### config.mk
export PLATFORM = sky130hd
export DESIGN_NAME = multi_vc_in_port_fifo
export DESIGN_NICKNAME = d
export VERILOG_FILES = /design/src/rtl/connect_vc_pkg.sv /design/src/rtl/vc_flit_fifo.sv /design/src/rtl/multi_vc_in_port_fifo.sv
export SDC_FILE = /design/constraint.sdc
export NUM_CORES = 1
export LEC_CHECK = 0
export BUFFER_PORTS_ARGS = -buffer_cell sky130_fd_sc_hd__buf_2
export CAP_MARGIN = 20
export CELL_PAD_IN_SITES_DETAIL_PLACEMENT = 1
export CELL_PAD_IN_SITES_GLOBAL_PLACEMENT = 2
export CORE_ASPECT_RATIO = 1.4
export CORE_MARGIN = 3
export CORE_UTILIZATION = 35
export DETAILED_ROUTE_END_ITERATION = 10
export GPL_ROUTABILITY_DRIVEN = 1
export PLACE_DENSITY = 0.73
export SYNTH_ARGS = -nofsm -noshare
export SYNTH_HDL_FRONTEND = slang
export SYNTH_SLANG_ARGS = --single-unit
### constraint.sdc
create_clock -name CLK -period 4.69 [get_ports CLK]
set_input_delay 0.2345 -clock CLK [delete_from_list [all_inputs] [get_ports CLK]]
set_output_delay 0.2345 -clock CLK [all_outputs]
set_load 0.01 [all_outputs]
### src/rtl/connect_vc_pkg.sv
// Shared types and default sizes for the multi-VC injection port.
package connect_vc_pkg;

  localparam int unsigned VC_BITS_DEF     = 1;
  localparam int unsigned DEPTH_DEF       = 4;
  localparam int unsigned CREDIT_INIT_DEF = 4;
  localparam int unsigned FLIT_WIDTH_DEF  = 32;

  localparam int unsigned FLIT_VALID_BIT = FLIT_WIDTH_DEF - 1;
  localparam int unsigned VC_FIELD_LSB   = 0;
  localparam int unsigned VC_FIELD_MSB   = VC_FIELD_LSB + VC_BITS_DEF - 1;

  typedef logic [VC_BITS_DEF-1:0]             vc_t;
  typedef logic [$clog2(CREDIT_INIT_DEF):0]   credit_t;

  typedef struct packed {
    logic valid;
    vc_t  vc;
  } credit_ret_t;

endpackage

### src/rtl/vc_flit_fifo.sv
// Single-VC registered FIFO; full/empty disambiguated by a maybe_full bit.
module vc_flit_fifo #(
  parameter int unsigned DATA_W = 32,
  parameter int unsigned DEPTH  = 4
) (
  input  logic              clk,
  input  logic              rst_n,
  input  logic [DATA_W-1:0] enq_data,
  input  logic              enq_valid,
  output logic              enq_ready,
  output logic [DATA_W-1:0] deq_data,
  output logic              deq_valid,
  input  logic              deq_ready
);

  localparam int unsigned PTR_W = $clog2(DEPTH);

  logic [DATA_W-1:0] r_mem [DEPTH];
  logic [PTR_W-1:0]  r_enq_ptr;
  logic [PTR_W-1:0]  r_deq_ptr;
  logic              r_maybe_full;

  logic w_ptr_eq;
  logic w_full;
  logic w_empty;
  logic w_enq;
  logic w_deq;

  assign w_ptr_eq  = (r_enq_ptr == r_deq_ptr);
  assign w_full    = w_ptr_eq && r_maybe_full;
  assign w_empty   = w_ptr_eq && !r_maybe_full;
  assign enq_ready = !w_full;
  assign deq_valid = !w_empty;
  assign deq_data  = r_mem[r_deq_ptr];
  assign w_enq     = enq_valid && !w_full;
  assign w_deq     = deq_ready && !w_empty;

  always_ff @(posedge clk or negedge rst_n) begin
    if (!rst_n) begin
      r_enq_ptr    <= '0;
      r_deq_ptr    <= '0;
      r_maybe_full <= 1'b0;
    end else begin
      if (w_enq) r_enq_ptr <= r_enq_ptr + PTR_W'(1);
      if (w_deq) r_deq_ptr <= r_deq_ptr + PTR_W'(1);
      if (w_enq != w_deq) r_maybe_full <= w_enq;
    end
  end

  // Storage is data only; reset discards contents by clearing the pointers.
  always_ff @(posedge clk) begin
    if (w_enq) r_mem[r_enq_ptr] <= enq_data;
  end

endmodule

### src/rtl/multi_vc_in_port_fifo.sv
// Multi-VC injection port: per-VC FIFOs, per-VC credit counters and a
// round-robin arbiter driving the router putFlit/getCredits interface.
module multi_vc_in_port_fifo
  import connect_vc_pkg::*;
#(
  parameter int unsigned NUM_VCS     = 2,
  parameter int unsigned VC_BITS     = VC_BITS_DEF,
  parameter int unsigned DEPTH       = DEPTH_DEF,
  parameter int unsigned CREDIT_INIT = CREDIT_INIT_DEF,
  parameter int unsigned FLIT_WIDTH  = FLIT_WIDTH_DEF,
  parameter int unsigned VC_LSB      = VC_FIELD_LSB
) (
  input  logic                  CLK,
  input  logic                  RST_N,
  input  logic [FLIT_WIDTH-1:0] put_flit,
  input  logic [VC_BITS-1:0]    put_vc,
  input  logic                  put_flit_valid,
  output logic [NUM_VCS-1:0]    put_flit_ready,
  output logic [FLIT_WIDTH-1:0] send_ports_putFlit_flit_in,
  output logic                  EN_send_ports_putFlit,
  input  logic [VC_BITS:0]      send_ports_getCredits,
  output logic                  EN_send_ports_getCredits,
  output logic                  credit_err
);

  localparam int unsigned CRED_W = $clog2(CREDIT_INIT) + 1;
  localparam logic [CRED_W-1:0] CRED_MAX = CRED_W'(CREDIT_INIT);

  typedef struct packed {
    logic               valid;
    logic [VC_BITS-1:0] vc;
  } cret_t;

  cret_t                 w_ret;
  logic                  w_put_vc_ok;
  logic                  w_ret_vc_ok;
  logic [NUM_VCS-1:0]    w_enq_valid;
  logic [NUM_VCS-1:0]    w_enq_ready;
  logic [NUM_VCS-1:0]    w_deq_valid;
  logic [NUM_VCS-1:0]    w_elig;
  logic [NUM_VCS-1:0]    w_send;
  logic [NUM_VCS-1:0]    w_ret_hit;
  logic [NUM_VCS-1:0]    w_ovf;
  logic [FLIT_WIDTH-1:0] w_deq_data [NUM_VCS];
  logic                  w_grant_vld;
  logic [VC_BITS-1:0]    w_grant;
  logic [FLIT_WIDTH-1:0] w_flit;
  logic                  w_err_set;

  logic [CRED_W-1:0]     r_credits [NUM_VCS];
  logic [VC_BITS-1:0]    r_ptr;
  logic                  r_credit_err;

  assign w_ret       = send_ports_getCredits;
  assign w_put_vc_ok = (32'(put_vc) < NUM_VCS);
  assign w_ret_vc_ok = (32'(w_ret.vc) < NUM_VCS);

  for (genvar v = 0; v < NUM_VCS; v++) begin : g_vc
    assign w_enq_valid[v] = put_flit_valid && w_put_vc_ok && (put_vc == VC_BITS'(v));
    assign w_ret_hit[v]   = w_ret.valid && w_ret_vc_ok && (w_ret.vc == VC_BITS'(v));
    assign w_send[v]      = w_grant_vld && (w_grant == VC_BITS'(v));
    assign w_elig[v]      = w_deq_valid[v] && (r_credits[v] != '0);
    assign w_ovf[v]       = w_ret_hit[v] && !w_send[v] && (r_credits[v] == CRED_MAX);

    vc_flit_fifo #(
      .DATA_W (FLIT_WIDTH),
      .DEPTH  (DEPTH)
    ) u_fifo (
      .clk       (CLK),
      .rst_n     (RST_N),
      .enq_data  (put_flit),
      .enq_valid (w_enq_valid[v]),
      .enq_ready (w_enq_ready[v]),
      .deq_data  (w_deq_data[v]),
      .deq_valid (w_deq_valid[v]),
      .deq_ready (w_send[v])
    );
  end

  assign put_flit_ready = w_enq_ready;

  // Lowest eligible VC at/after ptr wins; otherwise wrap to the lowest eligible.
  always_comb begin
    w_grant_vld = 1'b0;
    w_grant     = '0;
    for (int j = int'(NUM_VCS) - 1; j >= 0; j--) begin
      if (w_elig[j]) begin
        w_grant_vld = 1'b1;
        w_grant     = VC_BITS'(j);
      end
    end
    for (int j = int'(NUM_VCS) - 1; j >= 0; j--) begin
      if (w_elig[j] && (j >= int'(r_ptr))) w_grant = VC_BITS'(j);
    end
  end

  always_comb begin
    w_flit = '0;
    if (w_grant_vld) begin
      w_flit                     = w_deq_data[w_grant];
      w_flit[FLIT_WIDTH-1]       = 1'b1;
      w_flit[VC_LSB +: VC_BITS]  = w_grant;
    end
  end

  assign send_ports_putFlit_flit_in = w_flit;
  assign EN_send_ports_putFlit      = w_grant_vld;
  assign EN_send_ports_getCredits   = 1'b1;

  assign w_err_set = (|w_ovf)
                   || (put_flit_valid && !w_put_vc_ok)
                   || (w_ret.valid && !w_ret_vc_ok);

  // Send and return on the same VC cancel; overflowing returns saturate.
  always_ff @(posedge CLK or negedge RST_N) begin
    if (!RST_N) begin
      for (int v = 0; v < int'(NUM_VCS); v++) r_credits[v] <= CRED_MAX;
    end else begin
      for (int v = 0; v < int'(NUM_VCS); v++) begin
        if (w_send[v] && !w_ret_hit[v])
          r_credits[v] <= r_credits[v] - CRED_W'(1);
        else if (w_ret_hit[v] && !w_send[v] && (r_credits[v] != CRED_MAX))
          r_credits[v] <= r_credits[v] + CRED_W'(1);
      end
    end
  end

  always_ff @(posedge CLK or negedge RST_N) begin
    if (!RST_N) begin
      r_ptr        <= '0;
      r_credit_err <= 1'b0;
    end else begin
      if (w_grant_vld)
        r_ptr <= (32'(w_grant) == NUM_VCS - 1) ? '0 : w_grant + VC_BITS'(1);
      if (w_err_set) r_credit_err <= 1'b1;
    end
  end

  assign credit_err = r_credit_err;

endmodule

# Word level (Yosys, flattened, before mapping)
# Memories as Yosys holds them, arrays and structs flattened.
# Index checks and enable logic that the tools add are counted.
# totals
mem_count	2
wordCells	91
mem_bits_rw	256
ff_bits	18
output_inout_bits	37
in_bits	38
# op_classes
muxes	16
addsub	9
order_cmp	2
bitwise_logic	4
n_eq_ne	8
reduce_logical	40
# memory_table
memory	depth	width	rd	rd_ports_with_merged_regs	wr	line_no	source
g_vc[0].u_fifo.r_mem	4	32	1	0	1	vc_flit_fifo.sv:18	logic [DATA_W-1:0] r_mem [DEPTH];
g_vc[1].u_fifo.r_mem	4	32	1	0	1	vc_flit_fifo.sv:18	
# op_table
cell	count
two-way mux 31 bit	3
two-way mux 32 bit	1
logical AND 1 bit	25
two-way mux 3 bit	4
logical NOT 1 bit	10
adder 2 x 1 -> 2 bit (second input constant)	4
two-way mux 1 bit	8
adder 3 x 1 -> 3 bit (second input constant)	2
== test 3 bit (second input constant)	2
inequality test 3 bit (second input constant)	2
nonzero test 3 bit	2
subtractor 3 x 1 -> 3 bit (second input constant)	2
== test 2 bit	2
nonzero test 2 bit	2
inverter 1 bit	3
>= comparator 2 bit (second input constant)	1
inequality test 1 bit	2
inverter 1 -> 2 bit	1
OR reduction 2 bit	1
adder 1 bit (second input constant)	1
>= comparator 1 bit (first input constant)	1

# Logic depth before layout (Yosys ltp)
# Gate-level depths: netlist (run 1).
# logic_depth
ltp_word	13
depth_mapped	12
depth_no_buf	10

# Hierarchy
# Synthesis (run 1) repeated with hierarchy kept, for this count alone.
# hier_totals
hier_cells	524
hier_area_um2	10995.5
# modules_own_cells
mod	seq_area_each_um2	area_each_um2	n_inst	cells_each
vc_flit_fifo	3968.8	5011.1	2	206
multi_vc_in_port_fifo	202.7	973.4	1	112

# Worst setup path before layout (run 1)
# OpenSTA, ideal clock, no wires.
# synth_timing
path_type	register to register
start	register g_vc[1].u_fifo.r_deq_ptr[0]
end	register r_credits[5] in the netlist's numbering
arrival_ps	2513
n_path_buf	3
slack_ps	2092
period_less_slack_ps	2598
setup_ps	86
required_time_ps	4604
path_stages_with_launch	12
path_cell_list	dfrtp_1 buf_4 xor2_1 o32ai_4 o21ba_2 buf_6 buf_2 nand2_1 fa_1 or3_1 mux2i_1 a22oi_1
# synth_via
elab_chain_len	12
elab_cells_between_ends	15
classes_between	1 x eq/ne; 4 x mux; 1 x bitwise; 9 x reduce/logical
# synth_lines
item	line_no	source
start: declaration	vc_flit_fifo.sv:20	logic [PTR_W-1:0] r_deq_ptr;
start signal: assignment	vc_flit_fifo.sv:45	if (w_deq) r_deq_ptr <= r_deq_ptr + PTR_W'(1);
== test 2 bit (*)	vc_flit_fifo.sv:29	assign w_ptr_eq = (r_enq_ptr == r_deq_ptr);
logical AND 1 bit (*)	vc_flit_fifo.sv:31	assign w_empty = w_ptr_eq && !r_maybe_full;
logical NOT 1 bit (*)	vc_flit_fifo.sv:33	assign deq_valid = !w_empty;
logical AND 1 bit (*)	multi_vc_in_port_fifo.sv:62	assign w_elig[v] = w_deq_valid[v] && (r_credits[v] != '0);
two-way mux 1 bit (*)	multi_vc_in_port_fifo.sv:87, multi_vc_in_port_fifo.sv:93	
two-way mux 1 bit	multi_vc_in_port_fifo.sv:93	if (w_elig[j] && (j >= int'(r_ptr))) w_grant = VC_BITS'(j);
inverter 1 bit	multi_vc_in_port_fifo.sv:61	assign w_send[v] = w_grant_vld && (w_grant == VC_BITS'(v));
logical AND 1 bit (*)	multi_vc_in_port_fifo.sv:61	
logical NOT 1 bit	multi_vc_in_port_fifo.sv:122	else if (w_ret_hit[v] && !w_send[v] && (r_credits[v] != CRED_MAX))
logical AND 1 bit (2 in series)	multi_vc_in_port_fifo.sv:122	
nonzero test 2 bit (no source line)	--	
end signal: indexed assignment	multi_vc_in_port_fifo.sv:121	r_credits[v] <= r_credits[v] - CRED_W'(1);
end signal: indexed assignment	multi_vc_in_port_fifo.sv:123	r_credits[v] <= r_credits[v] + CRED_W'(1);
end: declaration	multi_vc_in_port_fifo.sv:50	logic [CRED_W-1:0] r_credits [NUM_VCS];
# Mark *: on every way between the ends. The rest lies on a longest branch, timed or not.
# A chain may end at the register's enable or synchronous reset.

# Worst setup path after layout (run 1)
# layout_timing
start	register g_vc[1].u_fifo.r_enq_ptr[0]
end	output send_ports_putFlit_flit_in[3]
# layout_via
elab_chain_len	11
elab_cells_between_ends	12
classes_between	1 x eq/ne; 7 x mux; 1 x bitwise; 3 x reduce/logical
# layout_lines
item	line_no	source
start: declaration	vc_flit_fifo.sv:19	logic [PTR_W-1:0] r_enq_ptr;
start signal: assignment	vc_flit_fifo.sv:44	if (w_enq) r_enq_ptr <= r_enq_ptr + PTR_W'(1);
== test 2 bit (*)	vc_flit_fifo.sv:29	
logical AND 1 bit (*)	vc_flit_fifo.sv:31	
logical NOT 1 bit (*)	vc_flit_fifo.sv:33	
logical AND 1 bit (*)	multi_vc_in_port_fifo.sv:62	
two-way mux 1 bit (*)	multi_vc_in_port_fifo.sv:87, multi_vc_in_port_fifo.sv:93	
two-way mux 1 bit	multi_vc_in_port_fifo.sv:93	
inverter 1 -> 2 bit (implied by the code)	multi_vc_in_port_fifo.sv:100	w_flit = w_deq_data[w_grant];
two-way mux 31 bit (implied by the code) (3 in series)	multi_vc_in_port_fifo.sv:100	
two-way mux 32 bit (*)	multi_vc_in_port_fifo.sv:99	if (w_grant_vld) begin
end: declaration	multi_vc_in_port_fifo.sv:19	output logic [FLIT_WIDTH-1:0] send_ports_putFlit_flit_in,
# Mark *: on every way between the ends. The rest lies on a longest branch, timed or not. The select of a mux whose other input is x is not followed.

==> metrics.csv, run 1 <==
stage;metric;value;unit
finish;final_core_utilization;41.99;%
min_path;min_delay_path_depth;1;
die;core;28590;um^2
power;clkPwrFrac;23.4;%
power;switching_power;2873;uW
yosys;ys_ff_latch;258;
yosys;ys_warn_count;0;
sta;skew;9.717;ps
clocking;path_clk_slew;60;ps
finish;postLayoutCellArea;12000;um^2
worst_setup_path;worstSetupPathType;reg -> out;
die;pin_count;75;
clocking;clock_path_buffers;3;
power;cellPowerDensity;692.4;nW/um^2
clocking;post_cts_buffers;0;
worst_setup_path;path_cells;xor2_1 -> o32ai_4 -> o21ba_2 -> buf_4 -> a22o_1 -> buf_2;
worst_setup_path;cp.arrival;2960;ps
sta;finalSetupViolCount;0;
placed_design;placed_cell_area;10940;um^2
grt;antenna_found_initial;0;
finish;syn_to_final_growth;17.23;%
power;power_frac_comb;40.4;%
flow_run;max-cap-violations;0;
route;ant_nets;0;
yosys;synth.avg_cell_area;21.16;um^2
sta;setup-tns-final;0;ps
placed_design;dp_hpwl;12.89;mm
clocking;clk_latency;510;ps
worst_setup_path;cp_max_fo;20;
yosys;synth-edff-count;240;
worst_setup_path;worstSetupEndpoint;send_ports_putFlit_flit_in[3];
grt;grt_pass1_wl;34.60;mm
die;die_area;31370;um^2
clocking;h-tree-depth;1;
sta;period_minus_slack;3193;ps
sta;max_slew.worst_pin.slew;1060;ps
worst_setup_path;r2r_start;g_vc[0].u_fifo.r_enq_ptr[1];
grt;grt_usage;14.61;%
power;p_int;5438;uW
finish;layout_common_cells;edfxtp_1 (240), buf_2 (71), mux4_2 (60);
status;status;finished clean;
route;avgRoutedWirePerCell;23.28;um
worst_setup_path;required;4460;ps
power;power.leakage;0.004059;uW
worst_setup_path;r2r_setup_slack;1720;ps
worst_setup_path;start_kind;register;
route;drt_pass1_iterations;4;
worst_setup_path;crit_start;g_vc[1].u_fifo.r_enq_ptr[0];
worst_setup_path;critPathCaptureType;primary output;
die;die_h;208.4;um
sta;min_period_over_period;68.07;%
yosys;async_flop_share;6.977;%
grt;globalRouteOverflowTotal;0;
clocking;cts_sinks;258;
yosys;syn_inst;484;
die;initial_core_util;35.82;%
route;viasPerCell;5.128;
yosys;synth_seq_area_share;74.80;%
die;num_rows;73;
power;p_total;8312;uW
finish;fin_cells;975;
worst_setup_path;max_stage_delay;550;ps
route;vias;5000;
placed_design;dpl.cell_count;904;
die;chipWidth;150.6;um
route;drc;0;
sta;final_max_slew_viol_count;0;
sta;slew-limit-headroom;29.36;%
worst_setup_path;timing.rr.end;r_credits[2];
finish;finalNetCount;631;
power;irDropWorstVdd;0.3209;mV
clocking;cts_root_buffer;clkbuf_16;
clocking;cts_made_buffers;24;
sta;rsz0062_at_grt;false;
worst_setup_path;path_depth;6;
worst_setup_path;critPathBufInv;2;
sta;max_freq;313.2;MHz
route;finalWirelength;22.70;mm
yosys;synth-main-ff-cell;edfxtp_1;
yosys;synth.net_count;532;
route;drt_iter0_markers;356;
finish;drive_above_1_share;31.67;%
worst_setup_path;path_delay_family;compound AO/OA/AOI/OAI gates;
finish;final_common_cell;edfxtp_1;
grt;grt_max_degree;36;
power;switching_share;34.57;%
worst_setup_path;slowest_stage;o21ba_2;
worst_setup_path;reg2reg_depth;10;
grt;grt_pass1_vias;5595;
sta;finalHoldViolCount;0;
clocking;cts_tree;done;
yosys;synth_cell_types;49;
placed_design;io_buffers;71;
finish;antenna_cells;0;
power;seqPwrFrac;36.2;%
placed_design;gp_congestion;0.6716;
min_path;hold_class;in -> reg;
yosys;syn_area;10240;um^2
layout make-up:
class	instances	area, um^2
fillers	2715	16580
flip-flops and latches	258	7662
multi-input cells	185	2372
repair buffers	104	673.1
clock buffers	31	648.1
well taps	375	469.2
clock inverters	12	136.4
inverters	10	42.54
through the flow:
step | setup WS (ps) | hold slack [ps]
floorplan | 2092 | -61.09
global placement | 1777 | 207.9
detailed placement | 1729 | 216.4
CTS | 1401 | 1.294
global route | 1339 | 4.905
finish | 1497 | 13.45
registers in the layout, indices dropped and copies added (netlist names):
name and count:
g_vc.u_fifo.r_mem 240, g_vc.u_fifo.r_deq_ptr 4, r_ptr 1, g_vc.u_fifo.r_enq_ptr 4
g_vc.u_fifo.r_maybe_full 2, credit_err 1, r_credits 6
synthesized netlist by cell type (2+ instances only):
master | instances | area (um^2)
buf_2 | 5 | 25.02
inv_1 | 9 | 33.78
clkbuf_1 | 12 | 45.04
edfxtp_1 | 240 | 7207
mux2i_1 | 4 | 40.04
dfrtp_1 | 16 | 400.4
nor2_1 | 6 | 22.52
buf_1 | 3 | 11.26
xnor2_1 | 8 | 70.07
nand2b_1 | 2 | 12.51
and2_1 | 8 | 50.05
dfstp_2 | 2 | 52.55
buf_4 | 8 | 60.06
or3_1 | 3 | 18.77
fa_1 | 2 | 40.04
a22o_1 | 30 | 262.8
a21oi_1 | 6 | 30.03
o31ai_1 | 4 | 30.03
mux4_2 | 60 | 1351
a21o_1 | 2 | 15.01
buf_6 | 3 | 33.78
xor2_1 | 3 | 26.28
nand2_1 | 13 | 48.80
o21ai_0 | 2 | 10.01
maj3_1 | 2 | 20.02
ha_1 | 8 | 100.1
cells by family after synthesis:
| logic type | count (synthesis) | share of synthesized area, % |
|---|---|---|
| AOI/OAI and AO/OA | 55 | 4.668 |
| xor gates and xnor gates | 12 | 1.100 |
| adders and majority gates | 12 | 1.564 |
| buffers and inverters | 41 | 2.126 |
| DFF | 258 | 74.80 |
| muxes | 65 | 13.70 |
| other | 1 | 0.03662 |
| and+or+nand+nor | 40 | 2.004 |
worst min path at each step:
stage / endpoint / from / slack, ps
after global routing: g_vc[0].u_fifo.r_mem[0][13] / put_flit[13] / 5
after global placement: r_credits[0] / RST_N / 210
after detailed placement: r_credits[1] / RST_N / 220
after floorplan: credit_err / RST_N / -60
after CTS: g_vc[0].u_fifo.r_mem[2][13] / put_flit[13] / 1
final: g_vc[1].u_fifo.r_mem[1][15] / put_flit[15] / 10
routing by layer:
layer | up-vias | routed length, um | global-route usage [%] | part of all wire (%)
met4 | 0 | 442 | 3.757 | 1.9
li1 | 2177 | - | - | -
met5 | - | 0 | 0 | 0
met2 | 110 | 12130 | 26.11 | 53
met3 | 30 | 964 | 2.353 | 4.2
met1 | 2683 | 9161 | 18.37 | 40
worst register-to-register path, cell delays in order (launching register included):
cell and delay, ps:
dfrtp_1 440, xor2_2 210, o311a_4 400, or2_1 330, clkinv_4 340, nand2_1 170
fa_1 440, nor2_1 150, o21a_1 160, a41oi_1 50, o221ai_1 200
power groups by stage:
stage                     combinational (uW)  sequential [uW]  clock, uW
after floorplan                         2360             3000          0
after global placement                  3380             3020          0
after CTS                               3470             3010       1990
after global routing                    3670             3030       2070
final                                   3360             3010       1950
after detailed placement                3420             3060          0
timing repair:
| action | 4_1_cts | 5_1_grt |
|---|---|---|
| hold buffers | 28 | 0 |
| hold endpoints to repair | 227 | 0 |
| gates resized for setup | 0 | 0 |
Note: power is estimated with default switching activity, not from simulation.
==> run 2: changes to the inputs <==
--- a/config.mk
+++ b/config.mk
@@ -14,7 +14,7 @@
 export CORE_UTILIZATION = 35
 export DETAILED_ROUTE_END_ITERATION = 10
 export GPL_ROUTABILITY_DRIVEN = 1
-export PLACE_DENSITY = 0.73
+export PLACE_DENSITY = 0.75
 export SYNTH_ARGS = -nofsm -noshare
 export SYNTH_HDL_FRONTEND = slang
 export SYNTH_SLANG_ARGS = --single-unit
==> constraint.sdc (replaced) <==
create_clock -name CLK -period 2.6 [get_ports CLK]
set_input_delay 0.13 -clock CLK [delete_from_list [all_inputs] [get_ports CLK]]
set_output_delay 0.13 -clock CLK [all_outputs]
set_load 0.01 [all_outputs]
==> metrics.csv, run 2 (synthesis results as in run 1) <==
stage;metric;value;unit
status;status;finished clean;
placed_design;gp_congestion;0.7572;
grt;globalRouteOverflowTotal;0;
sta;setup-tns-final;0;ps
worst_setup_path;max_stage_delay;420;ps
route;ant_nets;0;
clocking;cts_tree;done;
clocking;cts_made_buffers;24;
route;drc;0;
grt;antenna_found_initial;0;
power;p_int;10510;uW
route;finalWirelength;22.76;mm
worst_setup_path;required;2470;ps
grt;grt_pass1_vias;5618;
power;switching_power;5433;uW
finish;drive_above_1_share;35.38;%
power;irDropWorstVdd;0.7917;mV
die;core;28590;um^2
sta;skew;15.39;ps
power;cellPowerDensity;1292;nW/um^2
finish;layout.area.seq;7665;um^2
finish;fillers;2700;
route;viasPerCell;5.064;
die;die_h;208.4;um
worst_setup_path;cp_max_fo;8;
power;p_total;15950;uW
route;vias;5034;
finish;reg.largest.list;g_vc.u_fifo.r_mem x240, r_credits x6;
worst_setup_path;critPathCaptureType;primary output;
die;pin_count;75;
finish;syn_to_final_growth;20.50;%
sta;max_slew.worst_pin.slew;958.9;ps
grt;grt_usage;14.73;%
finish;finalNetCount;650;
placed_design;io_buffers;71;
route;drt_iter0_markers;454;
clocking;h-tree-depth;1;
sta;period_minus_slack;2534;ps
sta;finalWorstSetupSlack;66.39;ps
power;switching_share;34.07;%
sta;finalSetupViolCount;0;
sta;final_max_slew_viol_count;0;
power;power.leakage;0.004214;uW
die;num_rows;73;
worst_setup_path;worstSetupPathType;reg -> out;
power;seqPwrFrac;33.9;%
worst_setup_path;path_cells;xor2_1 -> buf_4 -> o311a_4 -> or2_4 -> inv_8 -> clkbuf_16 -> a22o_1 -> buf_2;
die;chipWidth;150.6;um
clocking;path_clk_slew;70;ps
die;die_area;31370;um^2
route;drt_pass1_iterations;4;
sta;rsz0062_at_grt;true;
grt;grt_max_degree;37;
route;avgRoutedWirePerCell;22.90;um
clocking;clock_path_buffers;3;
worst_setup_path;start_kind;register;
placed_design;pre_cts_ws;21.48;ps
power;power_frac_comb;44.1;%
die;initial_core_util;35.82;%
power;clkPwrFrac;22.0;%
grt;grt_pass1_wl;34.96;mm
sta;finalHoldViolCount;0;
worst_setup_path;cp.arrival;2400;ps
clocking;cts_root_buffer;clkbuf_16;
sta;hold_ws;110.2;ps
finish;final_core_utilization;43.16;%
finish;final_common_cell;edfxtp_1;
finish;largest_register;g_vc.u_fifo.r_mem;
sta;slew-limit-headroom;36.07;%
clocking;clk_latency;510;ps
finish;layout_common_cells;edfxtp_1 (240), buf_2 (71), mux4_2 (60);
finish;largest_register_ffs;240;
clocking;cts_sinks;258;
flow_run;max-cap-violations;0;
worst_setup_path;slowest_stage;dfrtp_2;
placed_design;dp_hpwl;12.76;mm
sta;max_freq;394.7;MHz
min_path;hold_class;in -> async;
sta;min_period_over_period;97.45;%
finish;multi_input_area;2424;um^2
finish;antenna_cells;0;
run 2: cell count changes in the layout (fill, tap and decap cells not counted), moves of 2 or more:
cell | previous run | this run
buf_12 | 0 | 5
dfrtp_2 | 2 | 4
a22o_4 | 0 | 3
clkinv_2 | 3 | 6
fa_2 | 0 | 2
a22o_1 | 30 | 27
fa_1 | 2 | 0
buf_16 | 0 | 2
dlygate4sd3_1 | 28 | 31
buf_4 | 5 | 11
dfrtp_1 | 14 | 12
run 2: final timing paths:
path / start / end / slack (ps) / cells past startpoint
min in group CLK: put_flit_valid / g_vc[0].u_fifo.r_enq_ptr[0] / 150 / 3
worst min register to register: r_ptr / r_ptr / 480 / 1
worst max-delay path: g_vc[0].u_fifo.r_deq_ptr[0] / send_ports_putFlit_flit_in[6] / 70 / 8
worst max register to register: g_vc[0].u_fifo.r_deq_ptr[0] / r_credits[2] / 100 / 11
worst min-delay path: RST_N / r_credits[0] / 110 / 2
max in group asynchronous: RST_N / r_credits[2] / 2150 / 2
run 2: what timing repair did:
action	CTS	global route
buffers inserted	1	4
gates cloned	1	1
pin swaps	0	6
endpoints found under the setup margin	32	48
resized for setup	12	12
hold buffers	31	0
hold endpoints to repair	258	0
run 2: layout make-up:
| class | count | area share (%) |
|---|---|---|
| clock buffers | 30 | 5.222 |
| clock inverters | 13 | 1.126 |
| inverters | 10 | 0.3650 |
| multi-input cells | 185 | 19.64 |
| flip-flops and latches | 258 | 62.12 |
| well taps | 375 | 3.802 |
| repair buffers | 123 | 7.727 |
run 2: through the flow:
step / cell area, um^2 / std cells
after floorplan: 10240 / 484
after global placement: 11060 / 913
after detailed placement: 11060 / 913
after CTS: 12240 / 989
after global routing: 12340 / 994
final: 12340 / 994
run 2: worst max-delay path, delay by kind of cell, from the launching register on:
| kind | cells | cell delay (ps) |
|---|---|---|
| xor+xnor | 1 | 160 |
| flops | 1 | 420 |
| compound gates | 2 | 480 |
| simple gates | 1 | 270 |
| buf+inv | 4 | 570 |
run 2: metal layers:
metal | share of wire [%] | wire length, um | GRT usage (%) | up-vias
met5 | 0 | 0 | 0 | -
met4 | 1.1 | 252 | 3.126 | 0
met3 | 3.1 | 700 | 2.026 | 16
met2 | 54 | 12350 | 26.68 | 99
met1 | 42 | 9453 | 18.72 | 2701
li1 | - | - | - | 2218
run 2: power by group through the flow:
stage,registers (uW),clock network [uW],logic [uW]
detailed placement,5500,0,6340
global route,5460,3750,7550
finish,5410,3500,7030
floorplan,5410,0,4260
CTS,5410,3570,6830
global placement,5440,0,6210
==> run 3: changes to the inputs <==
--- a/config.mk
+++ b/config.mk
@@ -11,10 +11,10 @@
 export CELL_PAD_IN_SITES_GLOBAL_PLACEMENT = 2
 export CORE_ASPECT_RATIO = 1.4
 export CORE_MARGIN = 3
-export CORE_UTILIZATION = 35
+export CORE_UTILIZATION = 30
 export DETAILED_ROUTE_END_ITERATION = 10
 export GPL_ROUTABILITY_DRIVEN = 1
-export PLACE_DENSITY = 0.75
+export PLACE_DENSITY = 0.68
 export SYNTH_ARGS = -nofsm -noshare
 export SYNTH_HDL_FRONTEND = slang
 export SYNTH_SLANG_ARGS = --single-unit
==> metrics.csv, run 3 (synthesis results as in run 1) <==
stage;metric;value;unit
route;drc;0;
die;num_rows;79;
grt;busiest_layer;met2;
finish;syn_to_final_growth;23.46;%
worst_setup_path;critPathBufInv;4;
finish;finalNetCount;663;
route;finalWirelength;24.12;mm
die;die_h;224.6;um
grt;grt_pass1_wl;36.04;mm
finish;final_core_utilization;37.84;%
sta;period_minus_slack;2564;ps
clocking;cts_root_buffer;clkbuf_16;
worst_setup_path;slowest_stage;dfrtp_2;
placed_design;dp_hpwl;13.45;mm
route;avgRoutedWirePerCell;22.35;um
placed_design;io_buffers;71;
die;chipWidth;162.1;um
placed_design;placed_cell_area;11120;um^2
grt;use_met2;24.05;%
placed_design;gp_congestion;0.6869;
finish;fillers;3327;
power;power_frac_comb;46.5;%
power;cellPowerDensity;1339;nW/um^2
grt;globalRouteOverflowTotal;0;
worst_setup_path;critPathCaptureType;primary output;
sta;min_period_over_period;98.60;%
clocking;cts_sinks;258;
power;switching_share;34.50;%
clocking;clock_path_buffers;3;
worst_setup_path;reg2reg_depth;11;
finish;postLayoutCellArea;12640;um^2
placed_design;dpl.cell_count;986;
route;drt_pass1_iterations;4;
route;drt_iter0_markers;302;
route;viasPerCell;4.766;
placed_design;pre_cts_ws;72.24;ps
grt;grt_pass1_vias;5720;
worst_setup_path;crit_start;g_vc[1].u_fifo.r_enq_ptr[0];
sta;max_slew.worst_pin.slew;966.7;ps
grt;globalRouteMet1Util;16.17;%
power;irDropWorstVdd;0.5185;mV
worst_setup_path;timing.rr.end;r_credits[2];
grt;grt_usage;13.20;%
power;p_int;11090;uW
sta;skew;7.430;ps
clocking;cts_tree;done;
die;core;33410;um^2
worst_setup_path;cp_max_fo;9;
finish;layout_common_cells;edfxtp_1 (240), buf_2 (71), mux4_2 (60);
die;die_area;36420;um^2
min_path;hold_class;in -> async;
worst_setup_path;max_stage_delay;450;ps
sta;finalWorstSetupSlack;36.46;ps
clocking;path_clk_slew;60;ps
power;seqPwrFrac;32.2;%
finish;reg.largest.list;g_vc.u_fifo.r_mem x240, r_credits x6;
finish;final_common_cell;edfxtp_1;
worst_setup_path;cp.arrival;2430;ps
sta;finalSetupViolCount;0;
sta;max_freq;390.1;MHz
route;vias;5142;
status;status;finished clean;
worst_setup_path;path_depth;8;
clocking;cts_made_buffers;24;
worst_setup_path;required;2470;ps
clocking;h-tree-depth;1;
sta;setup-tns-final;0;ps
worst_setup_path;start_kind;register;
sta;finalHoldViolCount;0;
finish;fin_cells;1079;
worst_setup_path;worstSetupPathType;reg -> out;
sta;final_max_slew_viol_count;0;
power;switching_power;5840;uW
die;initial_core_util;30.65;%
power;power.leakage;0.004312;uW
sta;rsz0062_at_grt;true;
route;ant_nets;0;
worst_setup_path;path_cells;xor2_2 -> o32ai_4 -> buf_6 -> o21ba_4 -> buf_4 -> buf_12 -> a22o_1 -> buf_2;
grt;antenna_found_initial;1;
worst_setup_path;r2r_setup_slack;130;ps
worst_setup_path;path_delay_family;compound AO/OA/AOI/OAI gates;
sta;slew-limit-headroom;35.56;%
finish;largest_register_ffs;240;
finish;drive_above_1_share;38.70;%
die;pin_count;75;
power;clkPwrFrac;21.4;%
clocking;clk_latency;540;ps
grt;grt_max_degree;33;
flow_run;max-cap-violations;0;
finish;largest_register;g_vc.u_fifo.r_mem;
worst_setup_path;r2r_start;g_vc[0].u_fifo.r_deq_ptr[1];
grt;grt_use_met3;1.898;%
==> run 3: worst max-delay path by stage <==
stage | endpoint | slack, ps
2_1_floorplan | r_credits[5] | 2
3_3_place_gp | r_credits[2] | 110
3_5_place_dp | r_credits[5] | 70
4_1_cts | send_ports_putFlit_flit_in[5] | -40
5_1_grt | send_ports_putFlit_flit_in[29] | -30
6_report | send_ports_putFlit_flit_in[29] | 40
==> run 3: what timing repair did <==
action / CTS / global route
gates resized for setup: 23 / 18
endpoints found under the hold margin: 258 / 0
hold buffers: 31 / 0
setup buffers: 6 / 7
endpoints found under the setup margin: 31 / 30
cloned: 4 / 0
pin swaps: 4 / 9
==> run 3: area by class of cell <==
type,count,area [um^2],area share (%)
Clock buffer,32,661.9,5.236
Clock inverter,12,146.4,1.158
Antenna cell,1,2.502,0.01979
Timing Repair Buffer,136,1067,8.442
Inverter,10,50.05,0.3959
Multi-Input combinational cell,185,2487,19.68
Tap cell,445,556.8,4.404
Sequential cell,258,7670,60.67
==> run 3: power groups by stage <==
stage | registers [uW] | clock network, uW | logic (uW)
after global routing | 5500 | 3870 | 8470
final | 5440 | 3620 | 7860
after global placement | 5460 | 0 | 6120
after CTS | 5440 | 3710 | 7660
after detailed placement | 5520 | 0 | 6300
after floorplan | 5410 | 0 | 4260
==> run 3: through the flow <==
| step | hold slack [ps] | total power, uW |
|---|---|---|
| after detailed placement | 101.1 | 11820 |
| after floorplan | -165.6 | 9668 |
| after global routing | 122.0 | 17830 |
| final | 87.46 | 16930 |
| after CTS | 86.44 | 16820 |
| after global placement | 95.76 | 11580 |
==> run 3: layer usage <==
metal | wire [um] | vias up
li1 | - | 2245
met1 | 9437 | 2741
met2 | 13100 | 124
met3 | 1097 | 32
met4 | 478 | 0
met5 | 0 | -
==> run 3: worst reg2reg max path, cell delays in order, from the launching register on <==
cell and delay (ps):
dfrtp_2 430, xor2_2 200, o311a_4 370, or2_4 270, clkinv_8 90, buf_6 120
nand2_4 50, fa_2 400, nor2_2 100, o21a_1 150, a41oi_1 50, o221ai_1 180
